`src/rtl/cam_capture_fsm.sv`:
```
// Camera byte stream -> RGB111 frame-buffer writes; regwrite 1 clk after the 2nd pixel byte is sampled.
// No backpressure: the buffer always accepts, and pixels past the end of the buffer are dropped.
module cam_capture_fsm #(
    parameter int AW    = 15,
    parameter int DW    = 3,
    parameter int H_PIX = 160,
    parameter int V_PIX = 120
) (
    input  logic          clk,
    input  logic          reset,
    input  logic          init_done,
    input  logic          vsync,
    input  logic          href,
    input  logic [7:0]    px_data,
    output logic [AW-1:0] addr_in,
    output logic [DW-1:0] data_in,
    output logic          regwrite,
    output logic          frame_done
);

    localparam int          NPIX   = H_PIX * V_PIX;
    localparam logic [AW:0] NPIX_C = (AW+1)'(NPIX);

    typedef enum logic [1:0] {
        IDLE    = 2'd0,
        WAIT_VS = 2'd1,
        CAPTURE = 2'd2
    } state_t;

    state_t      state, state_nxt;
    logic        vs_r, vs_rr, hr_r;
    logic [2:0]  px_r;          // only R msb, G msb (byte1) and B msb (byte2) survive
    logic [1:0]  byte1_r;
    logic        phase_r;
    logic [AW:0] cnt_r;         // one bit wider so the full-frame count is representable
    logic        vs_fall, vs_rise;

    assign vs_fall = vs_rr & ~vs_r;
    assign vs_rise = ~vs_rr & vs_r;

    always_ff @(posedge clk or negedge reset) begin
        if (!reset) begin
            state <= IDLE;
        end else begin
            state <= state_nxt;
        end
    end

    always_comb begin
        state_nxt = state;
        if (!init_done) begin
            state_nxt = IDLE;
        end else begin
            case (state)
                IDLE:    state_nxt = WAIT_VS;
                WAIT_VS: if (vs_fall) state_nxt = CAPTURE;
                CAPTURE: state_nxt = CAPTURE;
                default: state_nxt = IDLE;
            endcase
        end
    end

    always_ff @(posedge clk or negedge reset) begin
        if (!reset) begin
            vs_r       <= 1'b0;
            vs_rr      <= 1'b0;
            hr_r       <= 1'b0;
            px_r       <= '0;
            byte1_r    <= '0;
            phase_r    <= 1'b0;
            cnt_r      <= '0;
            addr_in    <= '0;
            data_in    <= '0;
            regwrite   <= 1'b0;
            frame_done <= 1'b0;
        end else begin
            vs_r       <= vsync;
            vs_rr      <= vs_r;
            hr_r       <= href;
            px_r       <= {px_data[7], px_data[4], px_data[2]};
            regwrite   <= 1'b0;
            frame_done <= 1'b0;
            if (!init_done) begin
                phase_r <= 1'b0;
                cnt_r   <= '0;
                addr_in <= '0;
                data_in <= '0;
            end else begin
                case (state)
                    WAIT_VS: begin
                        phase_r <= 1'b0;
                        if (vs_fall) cnt_r <= '0;
                    end
                    CAPTURE: begin
                        if (vs_rise) begin
                            frame_done <= 1'b1;
                            cnt_r      <= '0;
                            addr_in    <= '0;
                            phase_r    <= 1'b0;
                        end else if (hr_r && !vs_r) begin
                            if (!phase_r) begin
                                byte1_r <= {px_r[2], px_r[0]};
                                phase_r <= 1'b1;
                            end else begin
                                phase_r <= 1'b0;
                                if (cnt_r < NPIX_C) begin
                                    addr_in  <= cnt_r[AW-1:0];
                                    data_in  <= DW'({byte1_r, px_r[1]});
                                    regwrite <= 1'b1;
                                    cnt_r    <= cnt_r + 1'b1;
                                end
                            end
                        end else begin
                            // href low ends the line; an unpaired first byte is discarded
                            phase_r <= 1'b0;
                        end
                    end
                    default: phase_r <= 1'b0;
                endcase
            end
        end
    end

endmodule

```
`config.mk`:
```
export PLATFORM = sky130hd
export DESIGN_NAME = cam_capture_fsm
export DESIGN_NICKNAME = d
export VERILOG_FILES = /design/src/rtl/cam_capture_fsm.sv
export SDC_FILE = /design/constraint.sdc
export NUM_CORES = 1
export LEC_CHECK = 0
export BUFFER_PORTS_ARGS = -buffer_cell sky130_fd_sc_hd__buf_4
export CAP_MARGIN = 20
export CORE_MARGIN = 2
export CORE_UTILIZATION = 55
export CTS_BUF_LIST = sky130_fd_sc_hd__clkbuf_16
export DETAILED_ROUTE_END_ITERATION = 16
export PLACE_DENSITY = 0.79
export SYNTH_ARGS = -nofsm -noshare
export SYNTH_HDL_FRONTEND = slang
export SYNTH_SLANG_ARGS = --single-unit
```
`constraint.sdc`:
```
create_clock -name clk -period 3.65 [get_ports clk]
set_input_delay 0 -clock clk [delete_from_list [all_inputs] [get_ports clk]]
set_output_delay 0 -clock clk [all_outputs]
set_load 0.01 [all_outputs]
```
==> summary.md <==
| Metric | Value |
|---|---|
| Mapped Area | `2320 sq um` |
| DRC errors left | `0` |
| Clk root buf | `clkbuf_16` |
| Vias in the first global route | `1,662` |
| Final Hold Viols | `0` |
| Status | `finished, final reports clean` |
| Final worst-path cycle share | `62.5%` |
| First-pass GRT wire length | `7.51 mm` |
| Number of synthesized flops with an enable pin | `0` |
| Clk sinks | `47` |
| Aggregate global routing overflow | `0` |
| Crit path max fanout | `10` |
| Total CTS buffers | `5` |
| Clock latency on the worst-skew pair | `0.28 ns` |
| Most common library cells after synthesis | `dfrtp_1 (47), nand2_1 (29), mux2i_1 (21), inv_1 (20), a21oi_1 (14)` |
| Vias per cell | `5.69` |
| CTS tree | `yes` |
| PD cells | `490 nW/um^2` |
| Sequential-to-total area share from yosys stat | `50.6%` |
| Setup TNS Final | `0 ns` |
| Die area | `4760 sq um` |
| Crit. End Element | `register` |
| Max Buffers Root-to-Sink | `2` |
| Cells resized by post-CTS repair | `0` |
| Die Ht | `69.0 um` |
| Ports | `33` |
| Dpl hpwl | `2.91 mm` |
| Clock Skew | `0.00371 ns` |
| Worst EP arrival | `2.48 ns` |
| Syn_nets | `236` |
| Worst Tran Pin Value | `0.773 ns` |
| Critical path class | `reg2reg` |
| Synth Warn # | `0` |
| All-Layer GR Usage | `21.6%` |
| Syn avg cell area | `10.6 sq um` |
| Syn Inst Count | `219` |
| Multi-input gate area | `987 sq um` |
| Yosys top cell area share | `50.6%` |
| Final wirelength | `4.35 mm` |
| Pleak | `1.28 nW` |
| Post-synthesis cell type count | `46` |
| Initial Utilization | `57.6%` |
| Max cap viols | `0` |
| Hold_ws | `0.0853 ns` |
| Fillers | `328` |
| CP required | `3.85 ns` |
| Syn-to-layout area delta | `19.0%` |
| Worst slew margin relative to its limit | `48.4%` |
| Nets | `268` |
| Async SR Flop Fraction | `100%` |
| Core Area | `4030 sq um` |
| Placed insts | `288` |
| Class of the most critical hold timing path | `in2reg` |
| Drt pass-1 iters | `4` |
| Final setup vio count | `0` |
| Hold path start | `init_done` |
| Final Power | `1.35 mW` |
| Vias | `1,717` |
| Initial antenna violation count | `0` |
| Count of hold-fix buffers inserted at cts | `6` |
| Final Max Tran Viols | `0` |
| Layout cell share with drive strength beyond 1 | `18.7%` |
| Die width | `69.0 um` |
| Fmax | `0.438 GHz` |
| RR Startpoint | `state[0]$_DFFE_PN0P_` |
| Largest area contributor in the netlist | `dfrtp_1` |
| Clock slew at reported path FFs | `0.06 ns` |
| Register area | `1180 sq um` |
| Finished Cell Area | `2760 sq um` |
| Synth area leaders | `dfrtp_1 (51%), mux2i_1 (9.1%), nand2_1 (4.7%)` |
| Antenna cells | `0` |
| Worst Setup SP | `state[0]$_DFFE_PN0P_` |
| GPL Wtd Cong | `0.821` |
| Largest net degree at the start of global routing | `48` |
| RSZ-0062 raised after global routing | `false` |
| Avg WL per Cell | `14.4 um` |
| Worst setup SP type | `register` |
| PortBufs | `27` |
| Min Clock Period, post-route | `2.28 ns` |
| Detail Route Antenna Nets | `0` |
| Post-CTS setup buffer count | `0` |
| Placed Area | `2510 sq um` |
| Fin cells | `302` |
| Predominant post-synthesis flop cell | `dfrtp_1` |
| Yosys reg bits | `47` |
| Initial DRC count | `105` |
| Core Rows | `23` |
| Most common cell in the netlist | `dfrtp_1` |
| Maximum vdd drop | `0.352 mV` |
| H-tree levels | `2` |
==> kinds of logic after synthesis <==
kind of cell	count (synthesis)	share of synthesized area, %
fa+ha+maj	4	2.16
buf+inv	30	6.84
compound gates	34	10.8
mux	23	10.0
flops	47	50.6
simple gates	81	19.5
==> cell type report <==
cell class	count	share of cell area [%]
clock buffer	5	4.53
multi-input combinational	142	35.7
inverter	21	2.85
tap	50	2.26
clock inverter	3	2.31
timing repair buffer	34	9.78
sequential	47	42.6
==> sequential cells by signal (all words and copies together), names as in the netlist <==
name        cells
addr_in        15
data_in         3
vs_r            1
vs_rr           1
byte1_r         2
regwrite        1
phase_r         1
state           2
frame_done      1
cnt_r          16
px_r            3
hr_r            1
==> layout by cell type (no fill, tap or decap), drive strengths merged, types with 2 or more instances in the layout <==
master       netlist  routed
dfrtp             47      47
nand2             29      29
buf                6      28
inv               21      22
mux2i             21      21
a21oi             15      15
nand3             11      11
nor2               7       7
dlygate4sd3        0       6
nand4              5       5
o31ai              5       5
or4                5       5
clkbuf             3       5
nand2b             5       5
ha                 4       4
o21ai              4       4
and3               4       4
or3                3       3
o211ai             3       3
and4bb             2       2
and2               2       2
nor3               2       2
mux2               2       2
bufinv             0       2
==> per-layer routing <==
layer	vias up	share of wire (%)	GRT usage, %
li1	834	-	-
met1	841	45	26.9
met2	36	50	35.9
met3	6	3.7	5.52
met4	0	1.5	8.82
met5	-	0	0
==> critical path, cell delays in order (launching register included) <==
cell,delay [ns]
dfrtp_1,0.41
inv_1,0.09
ha_1,0.45
and4bb_2,0.29
nor3_1,0.50
buf_4,0.26
o211ai_1,0.10
o211ai_1,0.11
==> metrics by stage <==
stage / util, % / setup WS (ns)
4_1_cts: 68.6 / 1.35
3_3_place_gp: 62.4 / 1.46
5_1_grt: 68.6 / 1.20
2_1_floorplan: - / 1.74
3_5_place_dp: 62.4 / 1.40
6_report: 68.6 / 1.37
==> where the power goes <==
part / switching, mW / internal (mW) / total [mW] / leakage, nW
clock: 0.183 / 0.390 / 0.572 / 0.0952
sequential: 0.0162 / 0.544 / 0.561 / 0.639
combinational: 0.126 / 0.0947 / 0.220 / 0.550
==> path summary, 6_finish.rpt <==
check                      cells past startpoint  slack (ns)                     end
max in group asynchronous                      2        2.98   cnt_r[10]$_DFFE_PN0P_
max reg2reg                                    7        1.37    cnt_r[4]$_DFFE_PN0P_
min in group asynchronous                      2        0.25  addr_in[5]$_DFFE_PN0P_
max                                            7        1.37    cnt_r[4]$_DFFE_PN0P_
min                                            3        0.09    frame_done$_DFF_PN0_
min reg2reg                                    1        0.48  byte1_r[1]$_DFFE_PN0P_
Power figures use the tool's default switching activity.
